--- src/rtl/lives_icon_row_pkg.sv ---
// Shared types and elaboration-time helpers for the lives icon row.
package icon_row_pkg;

  typedef enum logic [0:0] {
    IDLE  = 1'b0,
    BLINK = 1'b1
  } state_t;

  function automatic int addr_w(input int w, input int h);
    return (w * h > 1) ? $clog2(w * h) : 1;
  endfunction

  function automatic int slot_pitch(input int w, input int gap);
    return w + gap;
  endfunction

endpackage

--- src/rtl/lives_icon_row_if.sv ---
// Pixel-scan inputs and registered colour outputs of the lives icon row.
interface lives_icon_row_if;
  logic [9:0] DrawX;
  logic [9:0] DrawY;
  logic       frame_start;
  logic [3:0] lives;
  logic [3:0] red;
  logic [3:0] green;
  logic [3:0] blue;
  logic       lives_on;
  logic       blinking;

  modport master (
    output DrawX, DrawY, frame_start, lives,
    input  red, green, blue, lives_on, blinking
  );

  modport slave (
    input  DrawX, DrawY, frame_start, lives,
    output red, green, blue, lives_on, blinking
  );
endinterface

--- src/rtl/lives_icon_row_rom.sv ---
// Sprite ROM with a registered 1-cycle read, followed by a 4-entry palette.
module icon_rom
  import icon_row_pkg::*;
#(
  parameter  int ICON_W = 34,
  parameter  int ICON_H = 16,
  localparam int AW     = addr_w(ICON_W, ICON_H)
) (
  input  logic          vga_clk,
  input  logic          Reset,
  input  logic [AW-1:0] addr,
  output logic [1:0]    idx,
  output logic [3:0]    red,
  output logic [3:0]    green,
  output logic [3:0]    blue
);

  localparam int DEPTH = ICON_W * ICON_H;

  // Top and bottom rows are transparent; the interior cycles through 3 colours diagonally.
  function automatic logic [1:0] sprite_px(input int a);
    int lx;
    int ly;
    lx = a % ICON_W;
    ly = a / ICON_W;
    if (ly == 0 || ly == ICON_H - 1) return 2'd0;
    return 2'(1 + ((lx + ly) % 3));
  endfunction

  logic [1:0] rom_tbl [DEPTH];

  for (genvar a = 0; a < DEPTH; a++) begin : g_rom
    assign rom_tbl[a] = sprite_px(a);
  end

  always_ff @(posedge vga_clk) begin
    if (Reset) begin
      idx <= 2'd0;
    end else if ({1'b0, addr} < (AW + 1)'(DEPTH)) begin
      idx <= rom_tbl[addr];
    end else begin
      idx <= 2'd0;
    end
  end

  always_comb begin
    red   = 4'h0;
    green = 4'h0;
    blue  = 4'h0;
    case (idx)
      2'd1: red = 4'hF;
      2'd2: begin
        red   = 4'hF;
        green = 4'h8;
        blue  = 4'h8;
      end
      2'd3: red = 4'h8;
      default: ;
    endcase
  end

endmodule

--- src/rtl/lives_icon_row.sv ---
// Row of life icons on the VGA scan, with a blink animation for lost lives.
module lives_icon_row
  import icon_row_pkg::*;
#(
  parameter int NUM_ICONS    = 4,
  parameter int ICON_W       = 34,
  parameter int ICON_H       = 16,
  parameter int ORIGIN_X     = 52,
  parameter int ORIGIN_Y     = 425,
  parameter int SPACING      = 0,
  parameter int BLINK_FRAMES = 60,
  parameter int BLINK_PERIOD = 8
) (
  input  logic             vga_clk,
  input  logic             Reset,
  lives_icon_row_if.slave  bus
);

  localparam int PITCH = slot_pitch(ICON_W, SPACING);
  localparam int AW    = addr_w(ICON_W, ICON_H);
  localparam int FCW   = $clog2(BLINK_FRAMES + 1);
  localparam int PCW   = $clog2(BLINK_PERIOD + 1);

  state_t         state, state_n;
  logic [3:0]     shown, shown_n;
  logic [3:0]     lo, lo_n;
  logic [3:0]     hi, hi_n;
  logic [FCW-1:0] frame_cnt, frame_cnt_n;
  logic [PCW-1:0] ph_cnt, ph_cnt_n;
  logic           blink_phase, blink_phase_n;
  logic [3:0]     sat;

  assign sat = (bus.lives > 4'(NUM_ICONS)) ? 4'(NUM_ICONS) : bus.lives;

  always_ff @(posedge vga_clk) begin
    if (Reset) begin
      state       <= IDLE;
      shown       <= 4'd0;
      lo          <= 4'd0;
      hi          <= 4'd0;
      frame_cnt   <= '0;
      ph_cnt      <= '0;
      blink_phase <= 1'b0;
    end else begin
      state       <= state_n;
      shown       <= shown_n;
      lo          <= lo_n;
      hi          <= hi_n;
      frame_cnt   <= frame_cnt_n;
      ph_cnt      <= ph_cnt_n;
      blink_phase <= blink_phase_n;
    end
  end

  always_comb begin
    state_n       = state;
    shown_n       = shown;
    lo_n          = lo;
    hi_n          = hi;
    frame_cnt_n   = frame_cnt;
    ph_cnt_n      = ph_cnt;
    blink_phase_n = blink_phase;
    if (bus.frame_start) begin
      case (state)
        IDLE: begin
          if (sat < shown) begin
            lo_n          = sat;
            hi_n          = shown;
            shown_n       = sat;
            frame_cnt_n   = '0;
            ph_cnt_n      = '0;
            blink_phase_n = 1'b1;
            state_n       = BLINK;
          end else begin
            shown_n = sat;
          end
        end
        BLINK: begin
          if (sat < shown) begin
            // Further loss widens the range downward; hi keeps the original top.
            lo_n          = sat;
            shown_n       = sat;
            frame_cnt_n   = '0;
            ph_cnt_n      = '0;
            blink_phase_n = 1'b1;
          end else if (sat > shown || frame_cnt == FCW'(BLINK_FRAMES - 1)) begin
            shown_n       = sat;
            lo_n          = 4'd0;
            hi_n          = 4'd0;
            frame_cnt_n   = '0;
            ph_cnt_n      = '0;
            blink_phase_n = 1'b0;
            state_n       = IDLE;
          end else begin
            frame_cnt_n = frame_cnt + 1'b1;
            if (ph_cnt == PCW'(BLINK_PERIOD - 1)) begin
              ph_cnt_n      = '0;
              blink_phase_n = ~blink_phase;
            end else begin
              ph_cnt_n = ph_cnt + 1'b1;
            end
          end
        end
        default: state_n = IDLE;
      endcase
    end
  end

  assign bus.blinking = (state == BLINK);

  // Slot decode: offsets are only formed once the range compare has matched.
  logic [15:0]   dx, dy, off_x, off_y;
  logic          hit_c;
  logic [2:0]    slot_c;
  logic [AW-1:0] addr_c;

  always_comb begin
    dx     = {6'd0, bus.DrawX};
    dy     = {6'd0, bus.DrawY};
    hit_c  = 1'b0;
    slot_c = 3'd0;
    off_x  = 16'd0;
    off_y  = 16'd0;
    if (dy >= 16'(ORIGIN_Y) && dy < 16'(ORIGIN_Y + ICON_H)) begin
      off_y = dy - 16'(ORIGIN_Y);
      for (int k = 0; k < NUM_ICONS; k++) begin
        if (dx >= 16'(ORIGIN_X + k * PITCH) && dx < 16'(ORIGIN_X + k * PITCH + ICON_W)) begin
          hit_c  = 1'b1;
          slot_c = 3'(k);
          off_x  = dx - 16'(ORIGIN_X + k * PITCH);
        end
      end
    end
    addr_c = AW'(off_y * 16'(ICON_W) + off_x);
  end

  // Stage 1: hit flag, slot index and sprite address
  logic          hit_p0;
  logic [2:0]    slot_p0;
  logic [AW-1:0] addr_p0;

  always_ff @(posedge vga_clk) begin
    if (Reset) begin
      hit_p0  <= 1'b0;
      slot_p0 <= 3'd0;
      addr_p0 <= '0;
    end else begin
      hit_p0  <= hit_c;
      slot_p0 <= slot_c;
      addr_p0 <= addr_c;
    end
  end

  function automatic logic slot_visible(input logic [3:0] s, input logic [3:0] shw,
                                        input logic [3:0] l, input logic [3:0] h,
                                        input logic ph);
    return (s < shw) || (ph && s >= l && s < h);
  endfunction

  // Stage 2: ROM read, palette, output register
  logic       vld_p1;
  logic [1:0] idx_p1;
  logic [3:0] rom_r, rom_g, rom_b;

  always_ff @(posedge vga_clk) begin
    if (Reset) vld_p1 <= 1'b0;
    else       vld_p1 <= hit_p0 && slot_visible({1'b0, slot_p0}, shown, lo, hi, blink_phase);
  end

  icon_rom #(
    .ICON_W (ICON_W),
    .ICON_H (ICON_H)
  ) u_rom (
    .vga_clk (vga_clk),
    .Reset   (Reset),
    .addr    (addr_p0),
    .idx     (idx_p1),
    .red     (rom_r),
    .green   (rom_g),
    .blue    (rom_b)
  );

  logic pix_on;
  assign pix_on       = vld_p1 && (idx_p1 != 2'd0);
  assign bus.lives_on = pix_on;
  assign bus.red      = pix_on ? rom_r : 4'h0;
  assign bus.green    = pix_on ? rom_g : 4'h0;
  assign bus.blue     = pix_on ? rom_b : 4'h0;

endmodule

--- src/flat_wrapper.sv ---
// flat-port wrapper written by rule: the top's interface ports become plain ports
module lives_icon_row_flat import icon_row_pkg::*;
#(
  parameter int NUM_ICONS    = 4,
  parameter int ICON_W       = 34,
  parameter int ICON_H       = 16,
  parameter int ORIGIN_X     = 52,
  parameter int ORIGIN_Y     = 425,
  parameter int SPACING      = 0,
  parameter int BLINK_FRAMES = 60,
  parameter int BLINK_PERIOD = 8
)
  (vga_clk, Reset, bus_DrawX, bus_DrawY, bus_frame_start, bus_lives, bus_red, bus_green, bus_blue, bus_lives_on, bus_blinking);
  lives_icon_row_if bus_i ();
  input  logic vga_clk;
  input  logic Reset;
  input wire logic [$bits(bus_i.DrawX)-1:0] bus_DrawX;
  input wire logic [$bits(bus_i.DrawY)-1:0] bus_DrawY;
  input wire logic [$bits(bus_i.frame_start)-1:0] bus_frame_start;
  input wire logic [$bits(bus_i.lives)-1:0] bus_lives;
  output wire logic [$bits(bus_i.red)-1:0] bus_red;
  output wire logic [$bits(bus_i.green)-1:0] bus_green;
  output wire logic [$bits(bus_i.blue)-1:0] bus_blue;
  output wire logic [$bits(bus_i.lives_on)-1:0] bus_lives_on;
  output wire logic [$bits(bus_i.blinking)-1:0] bus_blinking;
  assign bus_i.DrawX = bus_DrawX;
  assign bus_i.DrawY = bus_DrawY;
  assign bus_i.frame_start = bus_frame_start;
  assign bus_i.lives = bus_lives;
  assign bus_red = bus_i.red;
  assign bus_green = bus_i.green;
  assign bus_blue = bus_i.blue;
  assign bus_lives_on = bus_i.lives_on;
  assign bus_blinking = bus_i.blinking;
  lives_icon_row #(.NUM_ICONS(NUM_ICONS), .ICON_W(ICON_W), .ICON_H(ICON_H), .ORIGIN_X(ORIGIN_X), .ORIGIN_Y(ORIGIN_Y), .SPACING(SPACING), .BLINK_FRAMES(BLINK_FRAMES), .BLINK_PERIOD(BLINK_PERIOD)) u_core (.vga_clk(vga_clk), .Reset(Reset), .bus(bus_i));
endmodule
--- config.mk ---
export PLATFORM = sky130hd
export DESIGN_NAME = lives_icon_row_flat
export DESIGN_NICKNAME = d
export VERILOG_FILES = /design/src/rtl/lives_icon_row_pkg.sv /design/src/rtl/lives_icon_row_if.sv /design/src/rtl/lives_icon_row_rom.sv /design/src/rtl/lives_icon_row.sv /design/src/flat_wrapper.sv
export SDC_FILE = /design/constraint.sdc
export NUM_CORES = 1
export LEC_CHECK = 0
export ABC_AREA = 1
export CELL_PAD_IN_SITES_DETAIL_PLACEMENT = 1
export CELL_PAD_IN_SITES_GLOBAL_PLACEMENT = 2
export CORE_MARGIN = 10
export CORE_UTILIZATION = 34
export CTS_CLUSTER_DIAMETER = 40
export CTS_CLUSTER_SIZE = 8
export DETAILED_ROUTE_END_ITERATION = 12
export PLACE_DENSITY_LB_ADDON = 0.3
export SLEW_MARGIN = 20
export SYNTH_ARGS = -nofsm -noshare
export SYNTH_HDL_FRONTEND = slang
export SYNTH_SLANG_ARGS = --single-unit
--- constraint.sdc ---
create_clock -name vga_clk -period 5.2 [get_ports vga_clk]
set_input_delay 0.52 -clock vga_clk [delete_from_list [all_inputs] [get_ports vga_clk]]
set_output_delay 0.52 -clock vga_clk [all_outputs]
set_load 0.02 [all_outputs]
=== After elaboration in Yosys (flattened, before gate mapping) ===
Memory sizes are Yosys's and may differ from the RTL's. A register that Yosys moved wholly into a read port is not among the register bits.
Index checks and enable logic that the tools add are counted.

* $add $sub $neg: 8
* $mul: 1
* Magnitude comparators: 17
* Equality and inequality tests: 10
* Multiplexer cells: 46
* Bitwise gates (word level): 5
* Reductions and logical operators: 21

{| class="wikitable"
|+ Operator list
! cell !! number
|-
| $mux W4 || 15
|-
| $mux W10 || 5
|-
| $pmux W4 S2 || 5
|-
| $ge A10 B7 Y1 const B || 2
|-
| $lt A10 B7 Y1 const B || 2
|-
| $lt A10 B8 Y1 const B || 2
|-
| $sub A10 B7 Y10 const B || 2
|-
| $mux W6 || 3
|-
| $mul A16 B5 Y9 const B || 1
|-
| $mux W16 || 1
|-
| $mux W1 || 12
|-
| $pmux W6 S2 || 1
|-
| $not A10 Y11 || 1
|-
| $sub A10 B9 Y11 const B || 1
|-
| $add A10 B10 Y10 || 1
|-
| $ge A10 B6 Y1 const B || 1
|-
| $ge A10 B8 Y1 const B || 1
|-
| $ge A10 B9 Y1 const B || 1
|-
| $lt A10 B10 Y1 const B || 1
|-
| $lt A10 B9 Y1 const B || 1
|-
| $sub A10 B6 Y10 const B || 1
|-
| $sub A10 B8 Y10 const B || 1
|-
| $logic_and A1 B1 Y1 || 9
|-
| $lt A3 B4 Y1 || 2
|-
| 24 further kinds || 36
|}

* Flip-flop bits (word level): 39
* Memory bits (read-only): 2048
* Bits of input ports: 27
* Word-level logic and storage cells: 121
* Memories: 1

{| class="wikitable"
|+ Memories
! memory !! depth !! bits a word !! read ports !! clocked after Yosys merged registers in !! write ports !! RTL line !! source
|-
| (name not given) || 1024 || 2 || 1 || 1 || 0 || lives_icon_row_rom.sv:40 || <nowiki>idx <= rom_tbl[addr];</nowiki>
|}

=== Logic depth before layout (Yosys ltp) ===
* Depth after elaboration: 8
* Gate-level depth with buffers: 24
* Depth with buffers taken out: 24

=== Hierarchy ===
Synthesis repeated with hierarchy kept, for this count alone.

* Cell total of the unflattened synthesis: 642
* Area total of the unflattened synthesis: 4052.6 um^2

{| class="wikitable"
|+ By module, submodules not included
! module !! times used !! cells an instance !! area an instance (um^2) !! seq. area each (um^2)
|-
| lives_icon_row || 1 || 523 || 3413.3 || 760.7
|-
| icon_rom || 1 || 119 || 639.4 || 40.0
|}

=== Worst setup path before layout ===
No wires, ideal clock.

* Path type: input -> register
* From: in bus_DrawY[0]
* To: reg u_core.addr_p0[9]
* Library setup time: 0.115 ns
* Arrival: 3.561 ns
* Setup slack: 1.524 ns
* Cell stages on the path: 21
* Buffers on the path: 1
* Path through: inv_1 ha_1 nand2_1 nand2_1 nor3_1 nor3_1 nand2_1 buf_2 nor2_1 ha_1 ha_1 fa_1 xor2_1 ha_1 a21oi_1 o21ai_0 a21oi_1 xor2_1 nand3_1 nand2_1 nor2_1

* Longest elaborated chain between the ends: 5
* Elaborated cells on any way between the ends: 8

{| class="wikitable"
|+ RTL lines
! element !! RTL line !! source
|-
| from (decl) || flat_wrapper.sv:18 || <nowiki>input wire logic [$bits(bus_i.DrawY)-1:0] bus_DrawY;</nowiki>
|-
| $ge A10 B9 Y1 / $lt A10 B9 Y1 (equally long branches) || lives_icon_row.sv:124 || <nowiki>if (dy >= 16'(ORIGIN_Y) && dy < 16'(ORIGIN_Y + ICON_H)) begin</nowiki>
|-
| $logic_and A1 B1 Y1 || lives_icon_row.sv:124 ||
|-
| $mux W16 || lives_icon_row.sv:124 ||
|-
| $mul A16 B5 Y9 || lives_icon_row.sv:134 || <nowiki>addr_c = AW'(off_y * 16'(ICON_W) + off_x);</nowiki>
|-
| $add A10 B10 Y10 * || lives_icon_row.sv:134 ||
|-
| to (signal assigned) || lives_icon_row.sv:150 || <nowiki>addr_p0 <= addr_c;</nowiki>
|-
| to (decl) || lives_icon_row.sv:140 || <nowiki>logic [AW-1:0] addr_p0;</nowiki>
|}

Every way passes the cells marked *; elsewhere a longest branch is shown, timed or not.
A chain may end at the register's enable or synchronous reset.

=== Final worst setup path ===
Same ends and word-level chain as after synthesis.

==> metrics <==
DIE WIDTH=126 um; Hold-fix buffers, CTS=0; met3 wire length=201 um; power per unit of standard cell area=182 mW/mm2; routed wire length=10.8 mm; Worst Path Required=5370 ps; element type at the critical path end=register; antenna diode instance count=0; maximum clock insertion buffer count=2; weighted congestion reported at the end of routability-driven placement=0.848; count of standard-cell rows=38; slew at the pin closest to its max-slew limit=740 ps; run status=complete, no violations; TritonCTS clock tree=done; number of buffers inserted during clock tree synthesis=5; async set or reset register ratio after synthesis=0%; static leakage power=0.00203 uW; number of max-cap violations=0; leading cell types by total area after synthesis=sky130_fd_sc_hd__dfxtp_1, sky130_fd_sc_hd__nand2_1, sky130_fd_sc_hd__ha_1, sky130_fd_sc_hd__inv_1, sky130_fd_sc_hd__nand3_1; via count normalized by instance count=4.96; Routed met1 length=5.17 mm; distinct cell type count after synthesis=48; Setup CP Type=input port to register; setup TNS=0 ps; share of cells above drive strength 1=8.76%; number of enable-type register cells in the synthesized netlist=0; number of global-route vias before repair=4022; cell chosen for the clock root=sky130_fd_sc_hd__clkbuf_16; Post CTS Setup Buffer Count=0; dominant cell type by area after synthesis=sky130_fd_sc_hd__dfxtp_1; count of endpoints failing setup in the final report=0; starting density of the core=35.1%; overall die area=0.0160 mm2; maximum number of pins on one net before global-route repair=18; ranking of synthesized cells by instance count=sky130_fd_sc_hd__nand2_1, sky130_fd_sc_hd__inv_1, sky130_fd_sc_hd__nor2_1; crit start category=input port; die boundary height=126 um; count of non-filler cells in the finished layout=768; Yosys top cell area share=20.8%; most frequent cell after synthesis=sky130_fd_sc_hd__nand2_1; Clock Skews=8.81 ps; clock latency of the later-clocked register in the worst-skew pair=280 ps; number of antenna violations at the first check in global routing=0; total instance count after detailed placement=761; Peak Freq=0.227 GHz; Sinks on Clock Net=40; worst reg2reg setup slack=3020 ps; RSZ-0062 raised after global routing=false; hold violation total from the final report=0; DRT antenna net count=0; area growth from synthesis to layout=14.9%; DPL Wire Length=8.98 mm; overall track demand over capacity in global routing=13.4%; VDD IR-drop max=0.137 mV; kind of path behind the tightest hold check=register to register; max_slew headroom=50.5%; data arrival time of the critical path=4580 ps; Net count, final=697; routed length per placed instance=14.0 um; routed length on met2=5.28 mm; clock transition at the register clock pins on the worst setup and hold paths after CTS=60 ps; number of DRC markers after the initial detailed-route iteration=104; total I/O pin count=41; Period minus WS final=4410 ps; filler cell count=1432; max-slew violation count=0; maximum level of the CTS H-tree=2; DRC=0; synthesized netlist cell count=596; cell area after synthesis=0.00385 mm2; critical path peak fanout=14; Yosys reg bits=40; period utilisation layout=84.7%; IO Port Bufs=34; syn_area_per_cell=6.46 um2; CTS-repair resized insts=0; total overflow reported by the global router=0; number of optimization iterations in the first detailed-route pass=4; commonest register cell after synthesis=sky130_fd_sc_hd__dfxtp_1; global-route wire length before repair=18.6 mm; area of the core region=0.0110 mm2; utilization after layout=40.3%; highest metal layer with signal wires=met4; number of vias after detailed routing=3808; register area share after synthesis=20.8%; yosys synthesis warning count=0
[power breakdown]
group	switching [uW]	leakage [uW]	total (uW)	internal, uW
sequential	6.88	0.000324	321	314
combinational	119	0.00164	187	68.5
clock	121	0.0000657	295	174
total	247	0.00203	804	557
[registers in the layout, summed over array words and instances (netlist names), 2 cells and up]
register	flops
u_core.shown	4
u_core.frame_cnt	6
u_core.slot_p0	2
u_core.u_rom.idx	2
u_core.ph_cnt	4
u_core.addr_p0	10
u_core.hi	4
u_core.lo	4
[layout by cell type, fill, tap and decap left out, drive strengths merged]
cell type	n
o31ai	2
or2	5
nand2	158
nor2	64
clkbuf	5
a211oi	1
xnor2	4
o31a	1
nand3b	1
o21bai	1
clkdlybuf4s50	34
a22oi	2
nor3b	6
fa	2
clkinv	1
a21oi	45
and2	1
dfxtp	40
nand4	3
o211ai	1
o21a	1
nand3	56
o2111ai	1
a31oi	5
a21o	1
o21ai	35
xor2	10
ha	40
inv	81
conb	7
a21boi	2
clkinvlp	1
nor3	11
[logic make-up (layout without fill, tap and decap cells)]
group                    Yosys count  after routing  share of synthesized area, %
AO/OA/AOI/OAI                     98             98                          15.0
XOR/XNOR                          14             14                          3.18
adder cells (fa/ha/maj)           42             42                          14.0
buffers and inverters             96            122                          10.7
flip-flops                        40             40                          20.8
other                              1              7                        0.0974
AND/OR/NAND/NOR                  305            305                          36.2
[through the flow]
stage          hold slack, ps  setup WS (ps)  instance area (um2)  total power, uW
3_3_place_gp              427            736                 4280              511
2_1_floorplan             407           1520                 3870              456
5_1_grt                   474            431                 4420              856
4_1_cts                   449            782                 4420              812
6_report                  444            794                 4420              804
3_5_place_dp              439            500                 4280              516
[per-layer routing]
metal | vias to the layer above | GRT usage [%]
li1 | 1983 | -
met1 | 1786 | 16.5
met2 | 31 | 24.1
met3 | 8 | 1.87
met4 | 0 | 2.75
met5 | - | 0
[final timing paths]
check,startpoint,endpoint,cells past startpoint
hold reg to reg,u_core.hit_p0$_SDFF_PP0_,u_core.vld_p1$_SDFF_PP0_,2
hold / removal,u_core.hit_p0$_SDFF_PP0_,u_core.vld_p1$_SDFF_PP0_,2
setup / recovery,bus_DrawY[0],u_core.addr_p0[9]$_SDFF_PP0_,23
setup reg to reg,u_core.shown[1]$_SDFFE_PP0P_,u_core.lo[2]$_SDFFE_PP0P_,9
[critical path: stages]
cell,delay (ps)
sky130_fd_sc_hd__clkdlybuf4s50_1,500
sky130_fd_sc_hd__inv_1,70
sky130_fd_sc_hd__nand2_1,90
sky130_fd_sc_hd__nand2_1,80
sky130_fd_sc_hd__nand2_1,90
sky130_fd_sc_hd__nand2_1,70
sky130_fd_sc_hd__nand2_1,80
sky130_fd_sc_hd__nand2_1,60
sky130_fd_sc_hd__o21ai_0,80
sky130_fd_sc_hd__nand2_1,320
sky130_fd_sc_hd__nor2_1,380
sky130_fd_sc_hd__ha_1,300
sky130_fd_sc_hd__ha_1,230
sky130_fd_sc_hd__fa_1,380
sky130_fd_sc_hd__xor2_1,170
sky130_fd_sc_hd__ha_1,340
sky130_fd_sc_hd__a21oi_1,140
sky130_fd_sc_hd__o21ai_0,90
sky130_fd_sc_hd__a21oi_1,150
sky130_fd_sc_hd__xor2_1,200
sky130_fd_sc_hd__nand3_1,100
sky130_fd_sc_hd__nand2_1,60
sky130_fd_sc_hd__nor2_1,50
[final cells by class]
cell class	count	area [um2]	area share [%]
well taps	140	175	3.96
flip-flops and latches	40	801	18.1
repair buffers	34	340	7.70
multi-input cells	466	2660	60.2
clock buffers	5	125	2.83
clock inverters	2	12.5	0.283
inverters	81	307	6.93
No activity file was read; power rests on OpenSTA's default activity.
